`src/rtl/piso_tx_pkg.sv`:
```
// Shared FSM encoding and default word width for the piso_tx serializer.
package piso_tx_pkg;

  localparam int PISO_TX_DEFAULT_WIDTH = 8;

  typedef enum logic [1:0] {
    IDLE   = 2'd0,
    SHIFT  = 2'd1,
    PARITY = 2'd2
  } state_t;

endpackage

```
`src/rtl/piso_tx_bitcnt.sv`:
```
// Bit down-counter for a piso_tx frame: loads WIDTH-1 on acceptance, counts to 0.
// Output last is high while the final data bit is on the line.
module piso_tx_bitcnt
  import piso_tx_pkg::*;
#(
  parameter int WIDTH = PISO_TX_DEFAULT_WIDTH,
  localparam int CW   = $clog2(WIDTH + 1)
) (
  input  logic          clk,
  input  logic          rst,
  input  logic          load,
  input  logic          dec,
  output logic [CW-1:0] cnt,
  output logic          last
);

  always_ff @(posedge clk or negedge rst) begin
    if (!rst) begin
      cnt <= '0;
    end else if (load) begin
      cnt <= CW'(WIDTH - 1);
    end else if (dec && (cnt != '0)) begin
      cnt <= cnt - 1'b1;
    end
  end

  assign last = (cnt == '0);

endmodule

```
`src/rtl/piso_tx.sv`:
```
// Parallel-in serial-out transmitter: first bit 1 cycle after acceptance, frames may run back to back.
// din_ready is high only in IDLE and the final bit cycle; PISO_TX_PARITY_EN appends an even-parity bit.
module piso_tx
  import piso_tx_pkg::*;
#(
  parameter int WIDTH     = PISO_TX_DEFAULT_WIDTH,
  parameter int MSB_FIRST = 1
) (
  input  logic             clk,
  input  logic             rst,
  input  logic [WIDTH-1:0] din,
  input  logic             din_valid,
  output logic             din_ready,
  output logic             sout,
  output logic             sframe,
  output logic             done
);

  localparam int CW = $clog2(WIDTH + 1);

  state_t           state, state_n;
  logic [WIDTH-1:0] shreg, shreg_n;
  logic [CW-1:0]    cnt;
  logic             last, load, dec, final_bit, accept;
  logic             sout_n, sframe_n, done_n, first_bit;

  piso_tx_bitcnt #(.WIDTH(WIDTH)) u_bitcnt (
    .clk  (clk),
    .rst  (rst),
    .load (load),
    .dec  (dec),
    .cnt  (cnt),
    .last (last)
  );

`ifdef PISO_TX_PARITY_EN
  logic par_q;

  always_ff @(posedge clk or negedge rst) begin
    if (!rst)      par_q <= 1'b0;
    else if (load) par_q <= ^din;
  end

  assign final_bit = (state == PARITY);
`else
  assign final_bit = (state == SHIFT) && last;
`endif

  assign din_ready = (state == IDLE) || final_bit;
  assign accept    = din_valid && din_ready;
  assign first_bit = (MSB_FIRST != 0) ? din[WIDTH-1] : din[0];

  always_comb begin
    state_n  = state;
    shreg_n  = shreg;
    sout_n   = 1'b0;
    sframe_n = 1'b0;
    done_n   = 1'b0;
    load     = 1'b0;
    dec      = 1'b0;
    case (state)
      IDLE: ;
      SHIFT: begin
        if (!last) begin
          // shreg keeps the on-line bit at its edge, so the next bit sits one place inward
          dec      = 1'b1;
          shreg_n  = (MSB_FIRST != 0) ? (shreg << 1) : (shreg >> 1);
          sout_n   = (MSB_FIRST != 0) ? shreg[WIDTH-2] : shreg[1];
          sframe_n = 1'b1;
`ifndef PISO_TX_PARITY_EN
          done_n   = (cnt == CW'(1));
`endif
        end
`ifdef PISO_TX_PARITY_EN
        else begin
          state_n  = PARITY;
          sout_n   = par_q;
          sframe_n = 1'b1;
          done_n   = 1'b1;
        end
`endif
      end
`ifdef PISO_TX_PARITY_EN
      PARITY: ;
`endif
      default: state_n = IDLE;
    endcase
    if (accept) begin
      load     = 1'b1;
      state_n  = SHIFT;
      shreg_n  = din;
      sout_n   = first_bit;
      sframe_n = 1'b1;
      done_n   = 1'b0;
    end else if (final_bit) begin
      state_n  = IDLE;
    end
  end

  always_ff @(posedge clk or negedge rst) begin
    if (!rst) begin
      state  <= IDLE;
      shreg  <= '0;
      sout   <= 1'b0;
      sframe <= 1'b0;
      done   <= 1'b0;
    end else begin
      state  <= state_n;
      shreg  <= shreg_n;
      sout   <= sout_n;
      sframe <= sframe_n;
      done   <= done_n;
    end
  end

endmodule

```
`config.mk`:
```
export PLATFORM = sky130hd
export DESIGN_NAME = piso_tx
export DESIGN_NICKNAME = d
export VERILOG_FILES = /design/src/rtl/piso_tx_pkg.sv /design/src/rtl/piso_tx_bitcnt.sv /design/src/rtl/piso_tx.sv
export SDC_FILE = /design/constraint.sdc
export NUM_CORES = 1
export LEC_CHECK = 0
export CAP_MARGIN = 10
export CORE_MARGIN = 2
export CORE_UTILIZATION = 45
export CTS_BUF_LIST = sky130_fd_sc_hd__clkbuf_8
export CTS_CLUSTER_SIZE = 28
export DETAILED_ROUTE_END_ITERATION = 8
export PLACE_DENSITY = 0.74
export SYNTH_ARGS = -nofsm -noshare
export SYNTH_HDL_FRONTEND = slang
export SYNTH_SLANG_ARGS = --single-unit
```
`constraint.sdc`:
```
create_clock -name clk -period 1.5 [get_ports clk]
set_input_delay 0.3 -clock clk [delete_from_list [all_inputs] [get_ports clk]]
set_output_delay 0.3 -clock clk [all_outputs]
set_load 0.05 [all_outputs]
```
==> impl.org, run 1 <==
** Outcome
- Outcome :: complete, but fails checks
- The checks that failed: setup timing.

** Power
- The analysis attributes to net switching a power of 1.05 mW.
- The worst-case IR drop observed on VDD is about 1.3 mV.
- Leakage dissipation :: around 0.56 nW
- Of the total power, the share spent switching nets is 0.390.
- Cell internal power was estimated by the tool at around 1.6 mW.
- Power density of the placed cells :: 2280 nW/um^2
- Of the total power, combinational logic draws 0.599.
- Of the total power, registers draw 0.274.
- Share of total power in the clock network :: 0.127

** STA
- Setup violations remaining at the end of the flow were counted as 11.
- On the final layout, the worst clock skew is 5.31 ps.
- Count of endpoints failing hold in the final timing report :: 0
- Share of the cycle needed by the critical path after routing :: 1.16
- Setup repair after global routing could not meet its margin everywhere.
- On the final layout, the worst hold slack is approximately 350 ps.
- For the pin with the worst max-slew slack, the measured transition is 336 ps.
- Worst-case setup margin in the final layout :: -244 ps
- The smallest clock period supported by the final layout is computed as 1740 ps.
- Total count of max-transition violations in the final report :: 0
- Derived from the worst setup path, the maximum achievable clock frequency is between 500 and 600 MHz.
- Headroom to the max-slew limit came out at 0.774.

** Floorplan
- Number of rows in the core area :: 14
- Placeable core region :: 1520 sq um
- Die X :: 44.6 um
- Number of primary I/O pins :: 15
- Full die area :: 1990 sq um
- Starting Density :: 0.487
- Die Span Y :: 44.6 um

** Synthesis
- Synth async-reset ratio :: 1.00
- Avg Cell Area, Syn :: 11.4 sq um
- Summing every instance area after synthesis gives roughly 740 sq um.
- The synthesized netlist contains 22 unique library cells.
- Counting flops and latches in the post-synthesis netlist gives 15.
- When the netlist entered floorplanning its net count stood at 78.
- The synthesized design contains 0 enable-type register cells.
- The share of the Yosys chip area taken by registers is 0.506.
- During synthesis, Yosys emitted a total of 0 warnings.
- Synthesis produced a netlist whose cell count is 65.
- Most used DFF post-synth :: sky130_fd_sc_hd__dfrtp_1

** Worst setup path
- Data on the critical path arrives at its endpoint at 1440 ps.
- Startpoint of the worst setup timing path :: u_bitcnt.cnt[0]$_DFFE_PN0P_
- The critical path contains buffers and inverters numbering 3 combined.
- The critical path in this run is classified as reg2out.
- RR Endpoint :: u_bitcnt.cnt[1]$_DFFE_PN0P_
- Highest cell delay on the worst timing path :: ~400 ps
- In this run the critical register-to-register path is launched from u_bitcnt.cnt[0]$_DFFE_PN0P_.
- Among cell families on the critical path, the largest total delay comes from flip-flops.
- Endpoint kind of the worst setup timing path :: output pin
- On the critical path, the stage with the largest delay is an instance of sky130_fd_sc_hd__dfrtp_1.
- Along the worst path, the maximum fanout reaches 2.
- Data on the critical path is required at its endpoint by ~1200 ps.
- R2R Setup Slk :: -170 ps
- Counting cells, the worst reg-to-reg path comes to 9.
- The signal on the critical path passes through inv_2 > ha_4 > nor3b_4 > nor2_2 > inv_2 > buf_12.
- The worst setup path is launched from a flop.
- Dominant cell type by count on the critical path :: sky130_fd_sc_hd__inv_2

** Placement
- The count of buffers added on input and output ports is 14.
- Post-detail-place hpwl :: 1120 um
- Prior to clock tree synthesis, the placed netlist has a worst setup slack of -54.5 ps.
- Routability-driven placement finished with a final weighted congestion of 0.763.

** GRT
- The initial antenna violation count was 0.
- In the global route stage, overall resource usage came out at 0.221.
- After global routing the overflow that remains totals 0.
- In the global route stage, met3 resource usage came out at 0.0653.
- Maximum number of pins on one net before global-route repair :: 16
- Wire length of the first global-routing pass :: 2970 um
- For met1 alone, demand over resource in global routing was 0.267.
- The number of global-route vias before repair was 646.
- The layer flagged by global routing as most heavily used is met2.
- Global-route track usage on met2 :: 0.342

** Clocking
- In this run the number of H-tree levels came out at 1.
- TritonCTS built the clock tree.
- In this run the deepest clock path goes through 2 buffers.
- Clock tree synthesis inserted a total of 3 buffers.
- The root buffer cell chosen for the clock tree is sky130_fd_sc_hd__clkbuf_8.
- The clock drives 15 sinks.
- Insertion delay of the later-clocked pin in the worst-skew pair :: roughly 260 ps
- Clock-pin slew was measured on the worst setup and hold paths at 70 ps.

** Layout
- The repair_antennas step left the layout with diodes totalling 0.
- Most common library cell in the layout ignoring fill and taps :: sky130_fd_sc_hd__buf_4
- The net count of the finished layout is 114.
- Fraction of layout cells with a size suffix above 1 :: 0.460
- Leading cell types in the layout, fill and taps excluded :: 17 x sky130_fd_sc_hd__buf_4, 15 x sky130_fd_sc_hd__dfrtp_1, 10 x sky130_fd_sc_hd__mux2i_1, 10 x sky130_fd_sc_hd__clkdlybuf4s50_1, 6 x sky130_fd_sc_hd__nor3_1
- Synth-to-layout area growth :: 59.5%

** Detailed routing
- Via-to-Cell Ratio :: around 5.4
- In this run the remaining antenna-violating nets after routing total 0.
- For this block, the via count after detailed routing is approximately 620.
- TritonRoute pass-1 iters :: 4
- For this run, design rule violations remaining after detail routing come to 0.
- The routed design has ~1800 um of wire.
- Routed wire length per instance :: 15.8 um
- The detailed router finished its first iteration with 11 violations.

** Job
- Max-cap violations in this run came to 0.

** Hold path
- Class of the tightest hold or removal check :: in2async
==> metrics by stage <==
stage          utilization  total power, mW  area (sq um)  setup TNS (ps)  std cells
3_3_place_gp         0.663             1.89          1010           -26.8        104
2_1_floorplan            -             1.45           748            -596         65
5_1_grt              0.777             2.86          1180           -1700        116
3_5_place_dp         0.663             1.94          1010            -158        104
6_report             0.777             2.70          1180           -1240        116
4_1_cts              0.755             2.56          1150            -561        113
==> cell families (layout without fill, tap and decap cells) <==
kind of cell	Yosys count	after routing	synth area share
buffers and inverters	10	45	0.0742
adders and majority gates	2	2	0.0337
AOI/OAI and AO/OA	12	12	0.103
and+or+nand+nor	14	14	0.121
muxes	11	11	0.150
DFF	15	15	0.506
xor gates and xnor gates	1	1	0.0118
==> what timing repair did <==
item	CTS	global route
setup endpoints to repair	8	11
setup buffers	5	5
hold buffers	0	0
gates resized for setup	15	3
pin swaps	0	1
==> power by group through the flow <==
stage / logic [mW] / clock network [mW] / registers [mW]
5_1_grt: 1.73 / 0.366 / 0.759
3_5_place_dp: 1.20 / 0 / 0.738
3_3_place_gp: 1.17 / 0 / 0.726
6_report: 1.62 / 0.343 / 0.740
4_1_cts: 1.49 / 0.336 / 0.738
2_1_floorplan: 0.661 / 0 / 0.790
==> synth_stat cells, drive strengths merged, types with 2 or more instances <==
| cell | instances | area share |
|---|---|---|
| a21oi | 6 | 0.040 |
| buf | 2 | 0.030 |
| clkbuf | 2 | 0.013 |
| dfrtp | 15 | 0.51 |
| ha | 2 | 0.034 |
| inv | 6 | 0.030 |
| mux2i | 10 | 0.13 |
| nor2 | 3 | 0.015 |
| nor3 | 6 | 0.040 |
| o21ai | 2 | 0.013 |
==> worst max path at each step <==
| stage | end | slack, ps | cells after the start |
|---|---|---|---|
| floorplan | din_ready | -140 | 6 |
| finish | din_ready | -240 | 6 |
| detailed placement | din_ready | -50 | 6 |
| CTS | din_ready | -190 | 6 |
| global placement | din_ready | -30 | 6 |
| global route | din_ready | -280 | 6 |
==> state kept, by name, summed over array words and instances, names as in the netlist <==
name          cells
done              1
sframe            1
shreg             7
sout              1
state             1
u_bitcnt.cnt      4
==> layout make-up <==
class	instances	area, sq um
fill	97	340
clock buffer	3	41.3
multi-input combinational	40	367
sequential	15	375
inverter	6	22.5
clock inverter	1	5.00
tap	16	20.0
timing repair buffer	35	353
==> metal layers <==
metal	wire, um	share of wire
met4	51	0.028
met5	0	0
met1	752	0.41
met3	70	0.038
met2	960	0.52
(Power assumes the default switching activity.)
==> run 2: changes to the inputs <==
--- a/config.mk
+++ b/config.mk
@@ -5,13 +5,14 @@
 export SDC_FILE = /design/constraint.sdc
 export NUM_CORES = 1
 export LEC_CHECK = 0
+export ABC_AREA = 1
 export CAP_MARGIN = 10
 export CORE_MARGIN = 2
 export CORE_UTILIZATION = 45
 export CTS_BUF_LIST = sky130_fd_sc_hd__clkbuf_8
 export CTS_CLUSTER_SIZE = 28
 export DETAILED_ROUTE_END_ITERATION = 8
-export PLACE_DENSITY = 0.74
+export PLACE_DENSITY = 0.75
 export SYNTH_ARGS = -nofsm -noshare
 export SYNTH_HDL_FRONTEND = slang
 export SYNTH_SLANG_ARGS = --single-unit
==> impl.org, run 2 <==
** Outcome
- The run finished with clean final reports.

** Synthesis
- Synthesis-stage register bit count :: 15 (unchanged)
- Avg Cell Area, Syn :: 9.16 sq um (-20%)
- Area fraction of the dominant cell type after synthesis :: 0.525 (+0.0195)
- Number of synthesis warnings :: 0 (unchanged)
- Cell types occupying the most area after synthesis :: sky130_fd_sc_hd__dfrtp_1 53%, sky130_fd_sc_hd__nand3_1 17%, sky130_fd_sc_hd__nand2_1 8.9%
- Biggest area consumer among synthesized cells :: sky130_fd_sc_hd__dfrtp_1
- Number of synthesized flops with an enable pin :: 0 (unchanged)
- The synthesized instance count was 78 (+20%).
- Among all flip-flop cells after synthesis, the most frequent one is sky130_fd_sc_hd__dfrtp_1.
- Synth async-reset ratio :: 1.00 (unchanged)
- Among all cell types in the netlist, the one instantiated most often is sky130_fd_sc_hd__nand3_1.
- The summed instance area of the synthesized netlist was 714 sq um (-3.7%).
- Cell types with the highest counts after synthesis :: 24 x sky130_fd_sc_hd__nand3_1, 17 x sky130_fd_sc_hd__nand2_1, 15 x sky130_fd_sc_hd__dfrtp_1, 4 x sky130_fd_sc_hd__inv_1
- Post-synth cell types :: 17 (-23%)
- The proportion of synthesized chip area in sequential cells is 0.525 (+0.0195).
- The net count after synthesis came to 91 (+17%).

** Placement
- The pre-CTS setup slack is 85.4 ps (+140 ps).
- The detailed-placement wirelength estimate was 895 um (-20%).
- Placer congestion estimate :: 0.739 (-3.2%)
- The instance count after placement with tap cells included came to 109 (+4.8%).
- The number of port buffers was 14 (unchanged).

** Clocking
- Deepest clock path buffer count :: 2 (unchanged)
- The post-cts hold buffer count was 0 (unchanged).
- The number of CTS-inserted buffers was 3 (unchanged).
- Insertion delay of the later-clocked pin in the worst-skew pair :: 240 ps (-20 ps)
- Root Buffer :: sky130_fd_sc_hd__clkbuf_8
- Number of sinks handled by clock tree synthesis :: 15 (unchanged)
- The register clock-pin slew on the reported worst setup and hold paths is 60 ps (about the same).
- Maximum level of the CTS H-tree :: 1 (unchanged)
- Clock tree from TritonCTS :: built

** Layout
- Antenna fix cells :: 0 (unchanged)
- The share of post-route cells with drive strength above 1 was 0.230 (-0.230).
- The largest registers in the layout are shreg x7, u_bitcnt.cnt x4.
- Net count reported at finish :: 114 (unchanged)
- Layout Cells excl Fill :: 116 (unchanged)
- The area growth from synthesis to layout is 40.6%.
- Most common library cell in the layout ignoring fill and taps :: sky130_fd_sc_hd__nand3_1
- The filler cell count is 114 (+18%).
- Counting flops per register, the top entry is shreg.
- Area taken by multi-input logic gates :: 309 sq um (-16%)
- Max FFs per register :: 7 (unchanged)
- The area taken by flip-flops and latches came to 375 sq um (unchanged).
- The library cells used most frequently in the layout, excluding fill and tap cells, are 24 x sky130_fd_sc_hd__nand3_1, 17 x sky130_fd_sc_hd__nand2_1, 15 x sky130_fd_sc_hd__dfrtp_1.

** Floorplan
- The die outline height is 43.8 um (-1.7%).
- Starting Density :: 0.480 (-0.00703)
- The boundary pin count came to 15 (unchanged).
- Placeable core region :: 1490 sq um (-2.3%)
- The die outline width came to 43.8 um (-1.7%).
- The number of placement rows is 14 (unchanged).
- Full die area :: 1920 sq um (-3.4%)

** Worst setup path
- Critical Path Fanout Max :: 3 (+1)
- Type of the worst setup path :: reg2out
- The startpoint identified for the worst register-to-register timing path is u_bitcnt.cnt[0]$_DFFE_PN0P_.
- The worst-case register-to-register setup slack came to 140 ps (+310 ps).
- The worst path required time is 1200 ps (about the same).
- In this run the critical register-to-register path is captured at shreg[4]$_DFFE_PN0P_.
- Data arrival time of the critical path :: 1130 ps (-310 ps)
- Count of cells along the worst register-to-register path :: 8 (-1)
- Type of origin of the critical path :: flop
- STA classifies the critical path endpoint as an output pin.

** Detailed routing
- The total wirelength of the detailed-routed design is 1330 um (-28%).
- The met3 wirelength from detailed routing is 58 um (-17%).
- Routed via count :: 599 (-3.9%)
- The average detailed-routed wire length per instance came to 11.4 um (-28%).
- The ratio of routed vias to standard cells is 5.16 (-3.9%).
- TritonRoute pass-1 iters :: 3 (-1)
- Detailed-route wire length on metal 1 :: 541 um (-28%)
- The initial DRC count was 13 (+2).
- The remaining antenna violation count after routing is 0 (unchanged).
- The number of design rule violations left after detail routing is 0 (unchanged).
- Routed length on met2 :: 702 um (-27%)
- Max layer used :: met4

** STA
- The clock skew is 2.20 ps (-3.11 ps).
- The max-slew headroom at the worst pin came to 0.825 (+0.0507).
- The actual transition at the worst max-transition pin is 263 ps (-73.5 ps).
- The final number of max-transition violations came to 0 (unchanged).
- Min Tclk post-route :: 1430 ps (-310 ps)
- Maximum operating frequency :: 698 MHz (+22%)
- Hold Worst Slack :: 371 ps (+18.7 ps)
- Setup tns final :: 0 ps (+1240 ps)
- The number of setup violations in the final report came to 0 (-11).
- The portion of the clock cycle consumed by the worst path in the final layout came to 0.956 (-0.207).
- The worst-case setup margin in the final layout is 66.7 ps (+310 ps).
- The number of hold violations in the final report came to 0 (unchanged).
- Setup repair after global routing left no endpoint under its margin.

** Power
- Peak ir drop on the vdd network :: 1.11 mV (-17%)
- The cell leakage power is 0.493 nW (-11%).
- The power density over the cells was 2100 nW/um^2 (-7.8%).

** GRT
- The global-route wire length before repair came to 2260 um (-24%).
- The initial antenna violation count was 0 (unchanged).
- Maximum number of pins on one net before global-route repair :: 16 (unchanged)
- Number of global-route vias before repair :: 562 (-13%)
- Global-route usage over all layers :: 0.163 (-0.0575)
- The total overflow reported by the global router was 0 (unchanged).

** Job
- Number of maximum-capacitance constraint violations :: 0 (unchanged)

** Hold path
- Class of the tightest hold or removal check :: in2async
[run 2: routing by layer]
layer,global-route usage,vias up
li1,-,303
met1,0.168,272
met2,0.285,20
met3,0.0625,4
met4,0.0848,0
met5,0,-
[run 2: kinds of logic after synthesis]
logic type	Yosys count	share of synthesized area
AND/OR/NAND/NOR	50	0.347
flip-flops	15	0.525
AO/OA/AOI/OAI	2	0.0140
buffers and inverters	9	0.0788
adder cells (fa/ha/maj)	2	0.0350
[run 2: through the flow]
stage	power, mW	area, sq um	util
floorplan	1.35	714	-
global placement	1.63	911	0.612
detailed placement	1.66	911	0.612
CTS	2.08	990	0.665
global route	2.26	1000	0.675
finish	2.11	1000	0.675
[run 2: worst max-delay path by stage]
stage | from | to
after floorplan | u_bitcnt.cnt[0]$_DFFE_PN0P_ | din_ready
after global placement | u_bitcnt.cnt[0]$_DFFE_PN0P_ | din_ready
after detailed placement | u_bitcnt.cnt[0]$_DFFE_PN0P_ | din_ready
after CTS | u_bitcnt.cnt[1]$_DFFE_PN0P_ | din_ready
after global routing | u_bitcnt.cnt[0]$_DFFE_PN0P_ | din_ready
final | u_bitcnt.cnt[0]$_DFFE_PN0P_ | din_ready
[run 2: power breakdown]
group          total [mW]  switching (mW)  internal [mW]
clock               0.315           0.134          0.181
sequential          0.693           0.119          0.574
combinational        1.11           0.611          0.495
total                2.11           0.865           1.25
[run 2: critical path, cell delays in order (launching register included)]
cell and delay [ps]:
sky130_fd_sc_hd__dfrtp_1 380, sky130_fd_sc_hd__inv_2 90, sky130_fd_sc_hd__ha_4 150, sky130_fd_sc_hd__nand2_4 70
sky130_fd_sc_hd__nand2_8 70, sky130_fd_sc_hd__buf_12 130
[run 2: area by class of cell]
class / instances / share of cell area
flip-flops and latches: 15 / 0.374
clock buffers: 3 / 0.0411
multi-input cells: 54 / 0.308
repair buffers: 21 / 0.232
clock inverters: 1 / 0.00374
inverters: 6 / 0.0224
well taps: 16 / 0.0199
[run 2: repair_timing]
action | CTS | global route
gates resized for setup | 4 | 2
setup buffers | 3 | 0
endpoints found under the setup margin | 1 | 3
==> run 3: changes to the inputs <==
--- a/config.mk
+++ b/config.mk
@@ -8,11 +8,11 @@
 export ABC_AREA = 1
 export CAP_MARGIN = 10
 export CORE_MARGIN = 2
-export CORE_UTILIZATION = 45
+export CORE_UTILIZATION = 30
 export CTS_BUF_LIST = sky130_fd_sc_hd__clkbuf_8
 export CTS_CLUSTER_SIZE = 28
 export DETAILED_ROUTE_END_ITERATION = 8
-export PLACE_DENSITY = 0.75
+export SKIP_LAST_GASP = 1
 export SYNTH_ARGS = -nofsm -noshare
 export SYNTH_HDL_FRONTEND = slang
 export SYNTH_SLANG_ARGS = --single-unit
==> constraint.sdc (replaced) <==
create_clock -name clk -period 1.35 [get_ports clk]
set_input_delay 0.27 -clock clk [delete_from_list [all_inputs] [get_ports clk]]
set_output_delay 0.27 -clock clk [all_outputs]
set_load 0.05 [all_outputs]
==> impl.org, run 3 (synthesized netlist as in run 2, its figures left out) <==
** Worst setup path
- In this run the critical register-to-register path is captured at shreg[3]$_DFFE_PN0P_.
- RR Startpoint :: u_bitcnt.cnt[0]$_DFFE_PN0P_
- Data arrival time of the critical path :: 1130 ps (about the same)
- The highest net fanout along the worst path was 2 (-1).
- Following the worst setup path forward leads to its endpoint at din_ready.
- Endpoint required time on the critical path :: 1080 ps (-120 ps)
- Startpoint of the worst setup timing path :: u_bitcnt.cnt[0]$_DFFE_PN0P_
- By startpoint and endpoint, the worst setup path is classified as reg2out.
- STA classifies the critical path startpoint as a flop.
- R2R Setup Slk :: 50 ps (-90 ps)
- Endpoint kind of the worst setup timing path :: output pin
- The logic depth of the worst register-to-register path came to 8 (unchanged).

** Power
- The cell leakage power was 0.506 nW (+2.8%).
- The net switching power is 971 uW (+12%).
- Power Internal :: 1.45 mW (+16%)
- Share of total power in the clock network :: 0.147 (-0.002)
- Comb power frac :: 0.537 (+0.014)
- Switching part of the total power :: 0.401 (-0.00777)
- Sequential group share of total power :: 0.316 (-0.012)
- The power consumption was 2.42 mW (+15%).
- The power density over the cells was 2330 nW/um^2 (+11%).
- The highest ir drop seen on vdd was 1.25 mV (+13%).

** Detailed routing
- The average detailed-routed wire length per instance was 10.8 um (-5.4%).
- The ratio of routed vias to standard cells came to 4.66 (-9.7%).
- The iteration count of the initial detailed-routing pass is 4 (+1).
- DR DRC count :: 0 (unchanged)
- The initial DRC count came to 16 (+3).
- Routed via count :: 611 (+2.0%)
- Post-Route WL :: 1420 um (+6.9%)
- The remaining antenna violation count after routing is 0 (unchanged).

** GRT
- Number of global-route vias before repair :: 531 (-5.5%)
- Global-route track usage on met2 :: 0.165 (-0.121)
- Grt total ovfl :: 0 (unchanged)
- Global-route usage over all layers :: 0.115 (-0.0484)
- The global routing stage identified its most utilized layer as met2.
- The initial antenna violation count was 0 (unchanged).
- Maximum number of pins on one net before global-route repair :: 16 (unchanged)
- GR met3 Demand/Resource :: 0.0600 (-0.00250)
- The global-route wire length before repair is 2210 um (-2.4%).
- The met1 track demand over resource in global routing came to 0.135 (-0.0323).

** Clocking
- Insertion delay of the later-clocked pin in the worst-skew pair :: 250 ps (about the same)
- Cts-stage hold buffer count :: 0 (unchanged)
- Clock tree from TritonCTS :: built
- CTS placed an instance of sky130_fd_sc_hd__clkbuf_8 at the clock tree root.
- The total number of clock tree sinks was 15 (unchanged).
- Deepest clock path buffer count :: 2 (unchanged)
- The number of levels in the clock H-tree is 1 (unchanged).
- Clock-pin slew on the worst setup and hold paths :: 60 ps (about the same)
- The number of CTS-inserted buffers is 3 (unchanged).

** Layout
- The share of post-route cells with drive strength above 1 is 0.262 (+0.0321).
- The filler cell count is 222 (+95%).
- Net count reported at finish :: 117 (+2.6%)
- Antenna fix cells :: 0 (unchanged)
- The number of flip-flops under the largest register name was 7 (unchanged).
- In the layout the commonest cells are 24 x sky130_fd_sc_hd__nand3_1, 17 x sky130_fd_sc_hd__nand2_1, 15 x sky130_fd_sc_hd__dfrtp_1.
- Synth-to-layout area growth :: 45.7%
- Final Util :: 0.466 (-0.209)
- Register bank with the most flops :: shreg
- Registers with the most flip-flops :: shreg x7, u_bitcnt.cnt x4
- The library cell used most frequently in the layout, excluding fill and tap cells, is sky130_fd_sc_hd__nand3_1.

** Job
- Number of maximum-capacitance constraint violations :: 0 (unchanged)

** STA
- Worst-case setup margin in the final layout :: -47.8 ps (-114 ps)
- The actual transition at the worst max-transition pin is 201 ps (-61.4 ps).
- The final number of max-transition violations was 0 (unchanged).
- The number of hold violations in the final report was 0 (unchanged).
- The number of setup violations in the final report is 1 (+1).
- Worst clock skew on the final layout :: 2.99 ps (+0.787 ps)
- The max-slew headroom at the worst pin is 0.866 (+0.0410).
- Min Tclk post-route :: 1400 ps
- For this run, the top clock speed supported by timing is 715 MHz.
- RSZ-0062 raised after global routing :: yes
- Hold Worst Slack :: 328 ps (-43.4 ps)
- Dividing the final minimum period by the clock period gives 1.04.

** Placement
- Worst-case setup slack after placement :: 34.9 ps (-50.6 ps)
- The number of port buffers came to 14 (unchanged).
- Placer congestion estimate :: 0.780 (+5.6%)
- Post-detail-place hpwl :: 988 um (+10%)

** Hold path
- Class of the tightest hold or removal check :: in2async

** Floorplan
- Number of primary I/O pins :: 15 (unchanged)
- The die outline width is 52.8 um (+20%).
- The overall die area is 2790 sq um (+45%).
- The effective utilization at floorplan came to 0.320 (-0.160).
- Die Span Y :: 52.8 um (+20%)
- Placeable core region :: 2230 sq um (+50%)
- The number of placement rows came to 17 (+3).

** Outcome
- Failing checks :: setup timing
- Outcome :: complete, but fails checks
-- run 3: cell count changes in the layout (fill, tap and decap cells not counted), sizes merged --
cell / before / now
buf: 11 / 14
inv: 7 / 6
clkinv: 0 / 1
-- run 3: worst max-delay path, cell delays in order (launching register included) --
cell and delay, ps:
sky130_fd_sc_hd__dfrtp_1 390, sky130_fd_sc_hd__inv_2 80, sky130_fd_sc_hd__ha_4 140, sky130_fd_sc_hd__nand2_4 60, sky130_fd_sc_hd__nand2_4 80, sky130_fd_sc_hd__buf_12 130
-- run 3: layer usage --
| metal | vias to the layer above | wire (um) |
|---|---|---|
| met3 | 4 | 83 |
| li1 | 310 | - |
| met2 | 12 | 688 |
| met5 | - | 0 |
| met1 | 285 | 626 |
| met4 | 0 | 19 |
-- run 3: worst min path at each step --
stage                                    start                    to  slack [ps]  depth (start not counted)
after floorplan                            rst        done$_DFF_PN0_         -30                          0
after global placement    shreg[2]$_DFFE_PN0P_  shreg[3]$_DFFE_PN0P_         470                          2
after detailed placement  shreg[5]$_DFFE_PN0P_  shreg[6]$_DFFE_PN0P_         480                          2
after CTS                                  rst  shreg[2]$_DFFE_PN0P_         320                          2
after global routing                       rst  shreg[2]$_DFFE_PN0P_         330                          2
final                                      rst  shreg[2]$_DFFE_PN0P_         330                          2
-- run 3: power groups by stage --
stage | Combinational (mW) | Clock (mW) | Sequential [mW]
finish | 1.30 | 0.355 | 0.765
global placement | 1.14 | 0 | 0.758
detailed placement | 1.15 | 0 | 0.762
CTS | 1.27 | 0.373 | 0.763
global route | 1.42 | 0.396 | 0.782
floorplan | 0.657 | 0 | 0.848
-- run 3: timing repair --
item	CTS	global route
setup buffers	3	0
endpoints found under the setup margin	1	6
pin swaps	1	0
endpoints found under the hold margin	0	0
gates resized for setup	5	2
cloned	0	0
-- run 3: metrics by stage --
step                cells  TNS (ps)  cell area [sq um]
floorplan              78         0                714
global placement      124         0                948
detailed placement    124         0                948
CTS                   131     -43.5               1030
global route          131     -95.0               1040
finish                131     -47.8               1040
-- run 3: cell type report --
| type | instances | area [sq um] | share of cell area |
|---|---|---|---|
| clock buffer | 3 | 41.3 | 0.0397 |
| clock inverter | 1 | 5.00 | 0.00481 |
| inverter | 6 | 25.0 | 0.0240 |
| multi-input combinational | 54 | 300 | 0.288 |
| sequential | 15 | 375 | 0.361 |
| tap | 28 | 35.0 | 0.0337 |
| timing repair buffer | 24 | 259 | 0.249 |
